[config.mk]
export PLATFORM = sky130hd
export DESIGN_NAME = dual_timer_core_flat
export DESIGN_NICKNAME = d
export VERILOG_FILES = /design/src/rtl/dual_timer_core_if.sv /design/src/rtl/dual_timer_core.sv /design/src/flat_wrapper.sv
export SDC_FILE = /design/constraint.sdc
export NUM_CORES = 1
export LEC_CHECK = 0
export ABC_AREA = 1
export CORE_ASPECT_RATIO = 0.6
export CORE_MARGIN = 3
export CORE_UTILIZATION = 52
export CTS_CLUSTER_SIZE = 14
export DETAILED_ROUTE_END_ITERATION = 16
export PLACE_DENSITY = 0.78
export SLEW_MARGIN = 25
export SYNTH_ARGS = -nofsm -noshare
export SYNTH_HDL_FRONTEND = slang
export SYNTH_HIERARCHICAL = 1
export SYNTH_SLANG_ARGS = --single-unit
[constraint.sdc]
create_clock -name clk -period 2.19 [get_ports clk]
set_clock_uncertainty 0.15 [all_clocks]
set_input_delay 0.657 -clock clk [delete_from_list [all_inputs] [get_ports clk]]
set_output_delay 0.657 -clock clk [all_outputs]
set_load 0.03 [all_outputs]
[src/rtl/dual_timer_core_if.sv]
// Bus between the mode/button controller and the dual timer core.
// The controller drives the registered states bus and the BCD load value;
// the core returns the digit buses, the done flags and the buzzer request.
interface dual_timer_core_if;
    logic [9:0]  states;
    logic [15:0] load_val;
    logic [15:0] a_bcd;
    logic [15:0] b_bcd;
    logic        a_done;
    logic        b_done;
    logic        buzzer;

    modport master (
        output states, load_val,
        input  a_bcd, b_bcd, a_done, b_done, buzzer
    );

    modport slave (
        input  states, load_val,
        output a_bcd, b_bcd, a_done, b_done, buzzer
    );
endinterface

[src/rtl/dual_timer_core.sv]
// Dual BCD timer: channel A is a 59:59 MM:SS timer stepping once a second,
// channel B is a 999.9 timer stepping every tenth of a second. Both share a
// free-running 0.1 s prescaler and otherwise run completely independently.

// One BCD timer channel. DMAX holds the largest legal value of each digit,
// which is also the up-count terminal value and the load clamp.
module dual_timer_core_chan #(
    parameter logic [15:0] DMAX = 16'h9999
) (
    input  logic        clk,
    input  logic        reset_n,
    input  logic [3:0]  ctl,       // {count_up, reset, load, enable}
    input  logic [15:0] load_val,
    input  logic        step,
    output logic [15:0] bcd,
    output logic        done
);
    logic        enable, load, clr, count_up;
    logic [15:0] term, nxt, san;
    logic        at_term;

    assign enable   = ctl[0];
    assign load     = ctl[1];
    assign clr      = ctl[2];
    assign count_up = ctl[3];

    // Clamp each load digit to its legal maximum (>9 -> 9, tens-of -> 5).
    function automatic logic [15:0] sanitise(input logic [15:0] v);
        logic [15:0] r;
        r = '0;
        for (int i = 0; i < 4; i++) begin
            if (v[i*4 +: 4] > DMAX[i*4 +: 4])
                r[i*4 +: 4] = DMAX[i*4 +: 4];
            else
                r[i*4 +: 4] = v[i*4 +: 4];
        end
        return r;
    endfunction

    // One BCD step with ripple carry (up) or borrow (down), digit maxima from DMAX.
    function automatic logic [15:0] bump(input logic [15:0] v, input logic up);
        logic [15:0] r;
        logic        c;
        r = v;
        c = 1'b1;
        for (int i = 0; i < 4; i++) begin
            if (c) begin
                if (up) begin
                    if (v[i*4 +: 4] == DMAX[i*4 +: 4]) begin
                        r[i*4 +: 4] = 4'd0;
                    end else begin
                        r[i*4 +: 4] = v[i*4 +: 4] + 4'd1;
                        c = 1'b0;
                    end
                end else begin
                    if (v[i*4 +: 4] == 4'd0) begin
                        r[i*4 +: 4] = DMAX[i*4 +: 4];
                    end else begin
                        r[i*4 +: 4] = v[i*4 +: 4] - 4'd1;
                        c = 1'b0;
                    end
                end
            end
        end
        return r;
    endfunction

    // Terminal value for the current direction and the candidate next value.
    always_comb begin
        term    = count_up ? DMAX : 16'h0000;
        at_term = (bcd == term);
        nxt     = bump(bcd, count_up);
        san     = sanitise(load_val);
    end

    // Channel state: reset > load > step > hold; done tracks the terminal value.
    always_ff @(posedge clk or negedge reset_n) begin
        if (!reset_n) begin
            bcd  <= '0;
            done <= 1'b0;
        end else if (clr) begin
            bcd  <= '0;
            done <= 1'b0;
        end else if (load) begin
            bcd  <= san;
            done <= 1'b0;
        end else if (at_term) begin
            // Saturate at the terminal; flag it as soon as the channel is enabled.
            if (enable)
                done <= 1'b1;
        end else if (enable && step && !done) begin
            bcd  <= nxt;
            done <= (nxt == term);
        end else begin
            // Not at the terminal any more (direction flipped): drop done.
            done <= 1'b0;
        end
    end
endmodule

module dual_timer_core #(
    parameter int TICK_DIV = 5_000_000
) (
    input  logic              clk,
    input  logic              reset_n,
    dual_timer_core_if.slave  bus
);
    localparam int CW = (TICK_DIV > 2) ? $clog2(TICK_DIV) : 1;

    logic [CW-1:0] pre_cnt;
    logic [3:0]    div_a;
    logic          tick, step_a, step_b;
    logic [15:0]   a_bcd, b_bcd;
    logic          a_done, b_done;

    assign tick   = (pre_cnt == CW'(TICK_DIV - 1));
    assign step_a = tick && (div_a == 4'd9);
    assign step_b = tick;

    // Free-running 0.1 s prescaler, independent of the states bus.
    always_ff @(posedge clk or negedge reset_n) begin
        if (!reset_n)
            pre_cnt <= '0;
        else if (tick)
            pre_cnt <= '0;
        else
            pre_cnt <= pre_cnt + 1'b1;
    end

    // Channel A 1/10 divider; keeps running while A is disabled so the
    // seconds phase survives, and is cleared only by A's reset bit.
    always_ff @(posedge clk or negedge reset_n) begin
        if (!reset_n)
            div_a <= '0;
        else if (bus.states[2])
            div_a <= '0;
        else if (tick)
            div_a <= (div_a == 4'd9) ? 4'd0 : div_a + 4'd1;
    end

    dual_timer_core_chan #(.DMAX(16'h5959)) u_chan_a (
        .clk      (clk),
        .reset_n  (reset_n),
        .ctl      (bus.states[3:0]),
        .load_val (bus.load_val),
        .step     (step_a),
        .bcd      (a_bcd),
        .done     (a_done)
    );

    dual_timer_core_chan #(.DMAX(16'h9999)) u_chan_b (
        .clk      (clk),
        .reset_n  (reset_n),
        .ctl      (bus.states[8:5]),
        .load_val (bus.load_val),
        .step     (step_b),
        .bcd      (b_bcd),
        .done     (b_done)
    );

    assign bus.a_bcd  = a_bcd;
    assign bus.b_bcd  = b_bcd;
    assign bus.a_done = a_done;
    assign bus.b_done = b_done;
    assign bus.buzzer = (a_done & bus.states[4]) | (b_done & bus.states[9]);
endmodule
[src/flat_wrapper.sv]
// flat-port wrapper written by rule: the top's interface ports become plain ports
module dual_timer_core_flat 
#(
    parameter int TICK_DIV = 5_000_000
)
  (clk, reset_n, bus_states, bus_load_val, bus_a_bcd, bus_b_bcd, bus_a_done, bus_b_done, bus_buzzer);
  dual_timer_core_if bus_i ();
  input  logic clk;
  input  logic reset_n;
  input wire logic [$bits(bus_i.states)-1:0] bus_states;
  input wire logic [$bits(bus_i.load_val)-1:0] bus_load_val;
  output wire logic [$bits(bus_i.a_bcd)-1:0] bus_a_bcd;
  output wire logic [$bits(bus_i.b_bcd)-1:0] bus_b_bcd;
  output wire logic [$bits(bus_i.a_done)-1:0] bus_a_done;
  output wire logic [$bits(bus_i.b_done)-1:0] bus_b_done;
  output wire logic [$bits(bus_i.buzzer)-1:0] bus_buzzer;
  assign bus_i.states = bus_states;
  assign bus_i.load_val = bus_load_val;
  assign bus_a_bcd = bus_i.a_bcd;
  assign bus_b_bcd = bus_i.b_bcd;
  assign bus_a_done = bus_i.a_done;
  assign bus_b_done = bus_i.b_done;
  assign bus_buzzer = bus_i.buzzer;
  dual_timer_core #(.TICK_DIV(TICK_DIV)) u_core (.clk(clk), .reset_n(reset_n), .bus(bus_i));
endmodule
==> results.py, run 1 <==
metrics = {
    "floorplan": {
        "initial_core_util_pct": 54.2,
        "die_y_um": 85.2,
        "fp.dieArea_sq_um": 11700,
        "core_sq_um": 10000,
        "ios": 63,
        "rows": 28,
        "dieWidth_um": 138,
    },
    "min_path": {
        "hp-class": "input port to async pin",
    },
    "cts": {
        "clk_latency_ns": 0.34,
        "htree_levels": 3,
        "cts_root_buf": "clkbuf_16",
        "clockBufferDepth": 2,
        "ctsHoldBuffers": 0,
        "clkSinkCount": 61,
        "cts_buffers": 9,
        "cts_tree": "yes",
        "path_clk_slew_ns": 0.06,
    },
    "timing": {
        "maxSlewHeadroom_pct": 62.8,
        "finalSetupViolCount": 32,
        "setup_tns_ns": -6.52,
        "worst_pin_slew_ns": 0.552,
        "fmax_mhz": 398,
        "final.period_utilization_pct": 115,
        "maxSlewViolCount": 0,
        "fin_ws_ns": -0.320,
        "period_needed_ns": 2.51,
        "hold-worst-slack_ns": 0.0729,
        "grt_setup_unrepaired": "yes",
        "finalHoldViolations": 0,
    },
    "synth": {
        "synth_warnings": 6,
        "syn_nets": 905,
        "synth_cell_types": 47,
        "syn_area_sq_um": 5430,
        "yosys.area.top_type": "dfrtp_1",
        "synth_edf_count": 0,
        "syn_inst": 868,
        "ys_top_cells_by_area": "dfrtp_1, nand2_1, nor2_1, nand3_1, inv_1",
        "synthFlopType": "dfrtp_1",
        "synthArstFlopShare_pct": 100,
        "ys_seq_area_share_pct": 28.1,
        "avgSynthCellArea_sq_um": 6.26,
        "ys_ff_latch": 61,
        "synth_top_area_share_pct": 28.1,
    },
    "routing": {
        "dr.pass1.iters": 6,
        "drc": 0,
        "postRouteAntennaNets": 0,
        "vias": 7023,
        "avgViaCountPerCell": 5.75,
        "wirelength_um": 20600,
        "wl_per_cell_um": 16.9,
        "drtIter0Drc": 870,
    },
    "placement": {
        "place_area_sq_um": 7310,
        "place_inst": 1193,
        "portBuffers": 62,
        "routabilityCongestion": 1.01,
        "place_ws_ns": -0.720,
        "dp_hpwl_um": 14800,
    },
    "cells_and_area": {
        "regArea_sq_um": 1530,
        "layout_commonest_cell": "nand2_1",
        "fillCellCount": 739,
        "fin_cells": 1221,
        "final_layout_size_suffix_gt1_share_pct": 26.5,
        "final_cell_mix": "nand2_1, buf_4, nor2_1",
        "diodes": 0,
        "multi_input_comb_area_sq_um": 3700,
        "areaGrowthSynthToFinish_pct": 47.0,
        "nets": 1118,
        "fin_area_sq_um": 7980,
    },
    "grt": {
        "grt_use_total_pct": 34.5,
        "grt_overflow_total": 0,
        "grt_pass1_vias": 6277,
        "grt_max_degree": 22,
        "antenna_found_initial": 0,
        "grt_pass1_wl_um": 31900,
    },
    "worst_setup_path": {
        "r2r_cells": 15,
        "crit_path_end_kind": "register",
        "slowest_delay_ns": 0.36,
        "setup.worst_path.end": "u_core/u_chan_a/bcd[1]",
        "path_class": "register to register",
        "crit_chain": "ha_2, nand2_2, nor2_4, nand3_2, nor2_4, nand2_4, nor3_4, buf_4, buf_6, nand2_4, nor2_4, a21oi_4, nor2_4, inv_4, o21ai_1",
        "r2r-start": "u_core/pre_cnt[0]",
        "r2r-end": "u_core/u_chan_a/bcd[1]",
        "crit_fanout": 8,
        "critPathSlowestCell": "dfrtp_1",
        "cp-start-kind": "register",
        "crit_start": "u_core/pre_cnt[0]",
        "required_ns": 2.31,
        "worst_path_most_repeated_cell": "nor2_4",
        "r2r_slack_ns": -0.32,
        "arrival_ns": 2.63,
    },
    "power": {
        "power_density_nw_per_um2": 521,
        "max-vdd-ir-drop_mv": 0.418,
        "power_leakage_nw": 4.08,
    },
    "status": {
        "status": "complete, but fails checks",
        "violations": "setup timing",
    },
    "run": {
        "cap_violations": 0,
    },
}
==> state kept, by name, summed over array words and instances, names as in the netlist <==
signal	flops
u_core/u_chan_a/bcd	16
u_core/u_chan_a/done	1
u_core/div_a	4
u_core/pre_cnt	23
u_core/u_chan_b/done	1
u_core/u_chan_b/bcd	16
==> cells in the mapped netlist, types with 2 or more instances <==
master,count
nand3_1,81
o211ai_1,4
dfrtp_1,61
buf_6,3
nor2_8,2
o21ai_0,62
clkbuf_1,5
or2_2,3
o21ai_1,8
o22ai_1,18
nand2_2,8
nand4_1,19
inv_2,12
nor2_4,7
nor3_1,5
nor2_2,11
inv_1,94
xor2_1,11
a211oi_1,2
a21oi_1,18
nand2_1,258
nand3_2,8
nand3b_1,2
buf_2,7
ha_1,9
a22oi_1,2
o22ai_2,3
nand2_4,6
o31ai_1,3
nor2_1,119
==> report_power, final <==
part           switching, mW  leakage (nW)  total (mW)  internal (mW)
clock network          0.562         0.129        1.32          0.763
registers             0.0859         0.814        1.26           1.18
logic                  0.945          3.14        1.57          0.620
==> cells by family after synthesis <==
family / Yosys count / share of synthesized area, %
compound gates: 128 / 13.8
xor+xnor: 12 / 1.94
fa+ha+maj: 9 / 2.07
buf+inv: 125 / 9.40
flops: 61 / 28.1
simple gates: 533 / 44.7
==> worst min-delay path by stage <==
| stage | cells past startpoint | startpoint | slack [ns] | endpoint |
|---|---|---|---|---|
| after floorplan | 0 | reset_n | 0.21 | u_core/div_a[0] |
| after global placement | 2 | u_core/pre_cnt[4] | 0.36 | u_core/pre_cnt[4] |
| after detailed placement | 2 | u_core/pre_cnt[4] | 0.36 | u_core/pre_cnt[4] |
| after CTS | 1 | reset_n | 0.08 | u_core/pre_cnt[19] |
| after global routing | 1 | reset_n | 0.08 | u_core/pre_cnt[19] |
| final | 1 | reset_n | 0.07 | u_core/pre_cnt[14] |
==> routing by layer <==
layer	share of wire [%]	track usage [%]	routed length, um
met4	1.8	7.71	369
met2	42	48.5	8710
met5	0	0	0
met1	43	53.7	8850
met3	13	7.70	2710
==> per-stage QoR <==
step,total power [mW],util [%]
after floorplan,2.04,-
after global placement,2.68,73.0
after detailed placement,2.70,73.0
after CTS,4.06,78.7
after global routing,4.32,79.7
final,4.15,79.7
==> critical path: cells and delay by family (launching register included) <==
| kind | cells | cell delay [ns] |
|---|---|---|
| buffers and inverters | 3 | 0.36 |
| and+or+nand+nor | 9 | 1.14 |
| AOI/OAI and AO/OA | 2 | 0.23 |
| DFF | 1 | 0.36 |
| adders and majority gates | 1 | 0.19 |
==> repair_timing <==
item | in CTS | in global routing
resized for setup | 104 | 25
setup endpoints to repair | 69 | 36
pin swaps | 29 | 11
buffers inserted | 9 | 2
gates cloned | 1 | 0
==> area by class of cell <==
class / instances / share of cell area (%)
Multi-Input combinational cell: 682 / 46.3
Timing Repair Buffer: 217 / 23.1
Sequential cell: 61 / 19.1
Inverter: 109 / 5.77
Clock buffer: 10 / 2.87
Tap cell: 135 / 2.12
Clock inverter: 6 / 0.486
Timing Repair inverter: 1 / 0.204
Power figures use the tool's default switching activity.
==> run 2: changes to the inputs <==
--- a/config.mk
+++ b/config.mk
@@ -11,6 +11,7 @@
 export CORE_UTILIZATION = 52
 export CTS_CLUSTER_SIZE = 14
 export DETAILED_ROUTE_END_ITERATION = 16
+export MAX_ROUTING_LAYER = met4
 export PLACE_DENSITY = 0.78
 export SLEW_MARGIN = 25
 export SYNTH_ARGS = -nofsm -noshare
==> constraint.sdc (replaced) <==
create_clock -name clk -period 2.19 [get_ports clk]
set_clock_uncertainty 0.15 [all_clocks]
set_input_delay 0.657 -clock clk [delete_from_list [all_inputs] [get_ports clk]]
set_output_delay 0.657 -clock clk [all_outputs]
set_load 0.01 [all_outputs]
==> run 2 against run 1 <==
Against the previous run: the flow still finishes with violations (setup timing); register-to-register slack worse by 0.06 ns; setup slack got worse by 0.065 ns; final cell count grew 0.16%; core utilization rose by 1.5 points; die area stayed put; largest cell class unchanged.
==> results.py, run 2 (synthesis gave the netlist of run 1 again) <==
metrics = {
    "power": {
        "power_leakage_nw": 4.17,
        "max-vdd-ir-drop_mv": 0.430,
        "power_density_nw_per_um2": 573,
        "p_total_mw": 4.66,
    },
    "cells_and_area": {
        "nets": 1120,
        "final_cell_mix": "nand2_1, buf_4, nor2_1",
        "diodes": 0,
        "final_layout_size_suffix_gt1_share_pct": 28.7,
        "fin_area_sq_um": 8130,
        "reg_top3": "u_core/pre_cnt (23), u_core/u_chan_a/bcd (16), u_core/u_chan_b/bcd (16)",
        "top_register": "u_core/pre_cnt",
        "layout_commonest_cell": "nand2_1",
        "largest_register_ffs": 23,
        "areaGrowthSynthToFinish_pct": 49.7,
    },
    "cts": {
        "cts_tree": "yes",
        "cts_root_buf": "clkbuf_16",
        "clk_latency_ns": 0.35,
        "clockBufferDepth": 2,
        "htree_levels": 3,
        "cts_buffers": 9,
        "path_clk_slew_ns": 0.06,
        "clkSinkCount": 61,
    },
    "routing": {
        "postRouteAntennaNets": 0,
        "wirelength_um": 22900,
        "vias": 7408,
        "wl_per_cell_um": 18.7,
        "avgViaCountPerCell": 6.06,
        "drc": 0,
        "dr.pass1.iters": 6,
        "drtIter0Drc": 1264,
    },
    "status": {
        "status": "complete, but fails checks",
        "violations": "setup timing",
    },
    "timing": {
        "maxSlewViolCount": 0,
        "grt_setup_unrepaired": "yes",
        "final.period_utilization_pct": 118,
        "finalHoldViolations": 0,
        "fin_ws_ns": -0.384,
        "fmax_mhz": 388,
        "finalSetupViolCount": 36,
        "period_needed_ns": 2.57,
        "maxSlewHeadroom_pct": 65.3,
        "worst_pin_slew_ns": 0.517,
    },
    "worst_setup_path": {
        "crit_fanout": 3,
        "arrival_ns": 2.63,
        "crit_path_end_kind": "register",
        "cp-start-kind": "register",
        "path_class": "register to register",
        "required_ns": 2.25,
    },
    "min_path": {
        "hp-class": "input port to async pin",
    },
    "floorplan": {
        "die_y_um": 85.2,
        "ios": 63,
        "initial_core_util_pct": 54.2,
        "fp.dieArea_sq_um": 11700,
        "core_sq_um": 10000,
        "dieWidth_um": 138,
        "rows": 28,
    },
    "grt": {
        "use_met2_pct": 47.8,
        "grt_pass1_vias": 6204,
        "grt_pass1_wl_um": 32300,
        "grt_use_total_pct": 36.2,
        "grtUsageMet3_pct": 10.3,
        "grt_max_degree": 24,
        "use_met1_pct": 53.9,
        "grt_busiest_layer": "met1",
        "antenna_found_initial": 0,
        "grt_overflow_total": 0,
    },
    "placement": {
        "routabilityCongestion": 1.07,
        "place_area_sq_um": 7200,
        "portBuffers": 62,
        "dp_hpwl_um": 14400,
    },
    "run": {
        "cap_violations": 0,
    },
}
-- run 2: worst max-delay path: stages (launching register included) --
cell	delay, ns
dfrtp_1	0.39
inv_1	0.08
nand2_1	0.09
nor2_1	0.20
nand2_1	0.16
nor2_4	0.17
nand2_4	0.09
inv_2	0.07
nand2_2	0.07
nor2_4	0.10
nand2_2	0.07
nand2_4	0.09
inv_4	0.04
nor2_4	0.15
buf_6	0.13
buf_6	0.11
nand2_2	0.05
o21ai_1	0.23
-- run 2: final cells by class --
type | count | area, sq um
clock buffer | 10 | 229
inverter | 109 | 455
clock inverter | 6 | 134
multi-input combinational | 682 | 3700
tap | 135 | 169
timing repair buffer | 219 | 1880
timing repair inverter | 1 | 11.3
fill | 618 | 1890
sequential | 61 | 1550
-- run 2: what timing repair did --
action,CTS,global route
buffers inserted,17,12
endpoints found under the setup margin,58,45
cloned,1,0
hold buffers,0,0
gates resized for setup,84,53
pin swaps,21,12
-- run 2: power by group --
| group | internal (mW) | leakage, nW | switching, mW | total [mW] |
|---|---|---|---|---|
| logic | 0.655 | 3.20 | 0.908 | 1.56 |
| clock network | 1.23 | 0.177 | 0.601 | 1.83 |
| registers | 1.18 | 0.790 | 0.0839 | 1.27 |
| total | 3.07 | 4.17 | 1.59 | 4.66 |
-- run 2: routing by layer --
layer | up-vias | wire (um) | share of wire (%)
met5 | - | 0 | 0
met4 | 0 | 930 | 4.1
met3 | 127 | 3450 | 15
met2 | 728 | 9340 | 41
met1 | 3300 | 9180 | 40
li1 | 3253 | - | -
-- run 2: per-stage QoR --
| stage | instances | TNS [ns] | hold slack (ns) | worst slack [ns] | util [%] |
|---|---|---|---|---|---|
| global placement | 1179 | -20.92 | 0.367 | -0.701 | 71.8 |
| floorplan | 868 | -1.21 | 0.211 | -0.126 | - |
| finish | 1223 | -6.42 | 0.0933 | -0.384 | 81.1 |
| CTS | 1213 | -1.61 | 0.101 | -0.147 | 78.8 |
| global route | 1223 | -8.60 | 0.108 | -0.445 | 81.1 |
| detailed placement | 1179 | -22.78 | 0.370 | -0.713 | 71.8 |
-- run 2: path summary, 6_finish.rpt --
path / from / endpoint / slack, ns / cells after the start
setup reg to reg: u_core/pre_cnt[7] / u_core/u_chan_b/bcd[14] / -0.38 / 17
hold / removal: reset_n / u_core/u_chan_b/bcd[14] / 0.09 / 1
setup / recovery: u_core/pre_cnt[7] / u_core/u_chan_b/bcd[14] / -0.38 / 17
hold reg to reg: u_core/pre_cnt[4] / u_core/pre_cnt[4] / 0.39 / 2
min in group clk: u_core/pre_cnt[4] / u_core/pre_cnt[4] / 0.39 / 2
max in group asynchronous: reset_n / u_core/u_chan_a/bcd[8] / 1.10 / 3
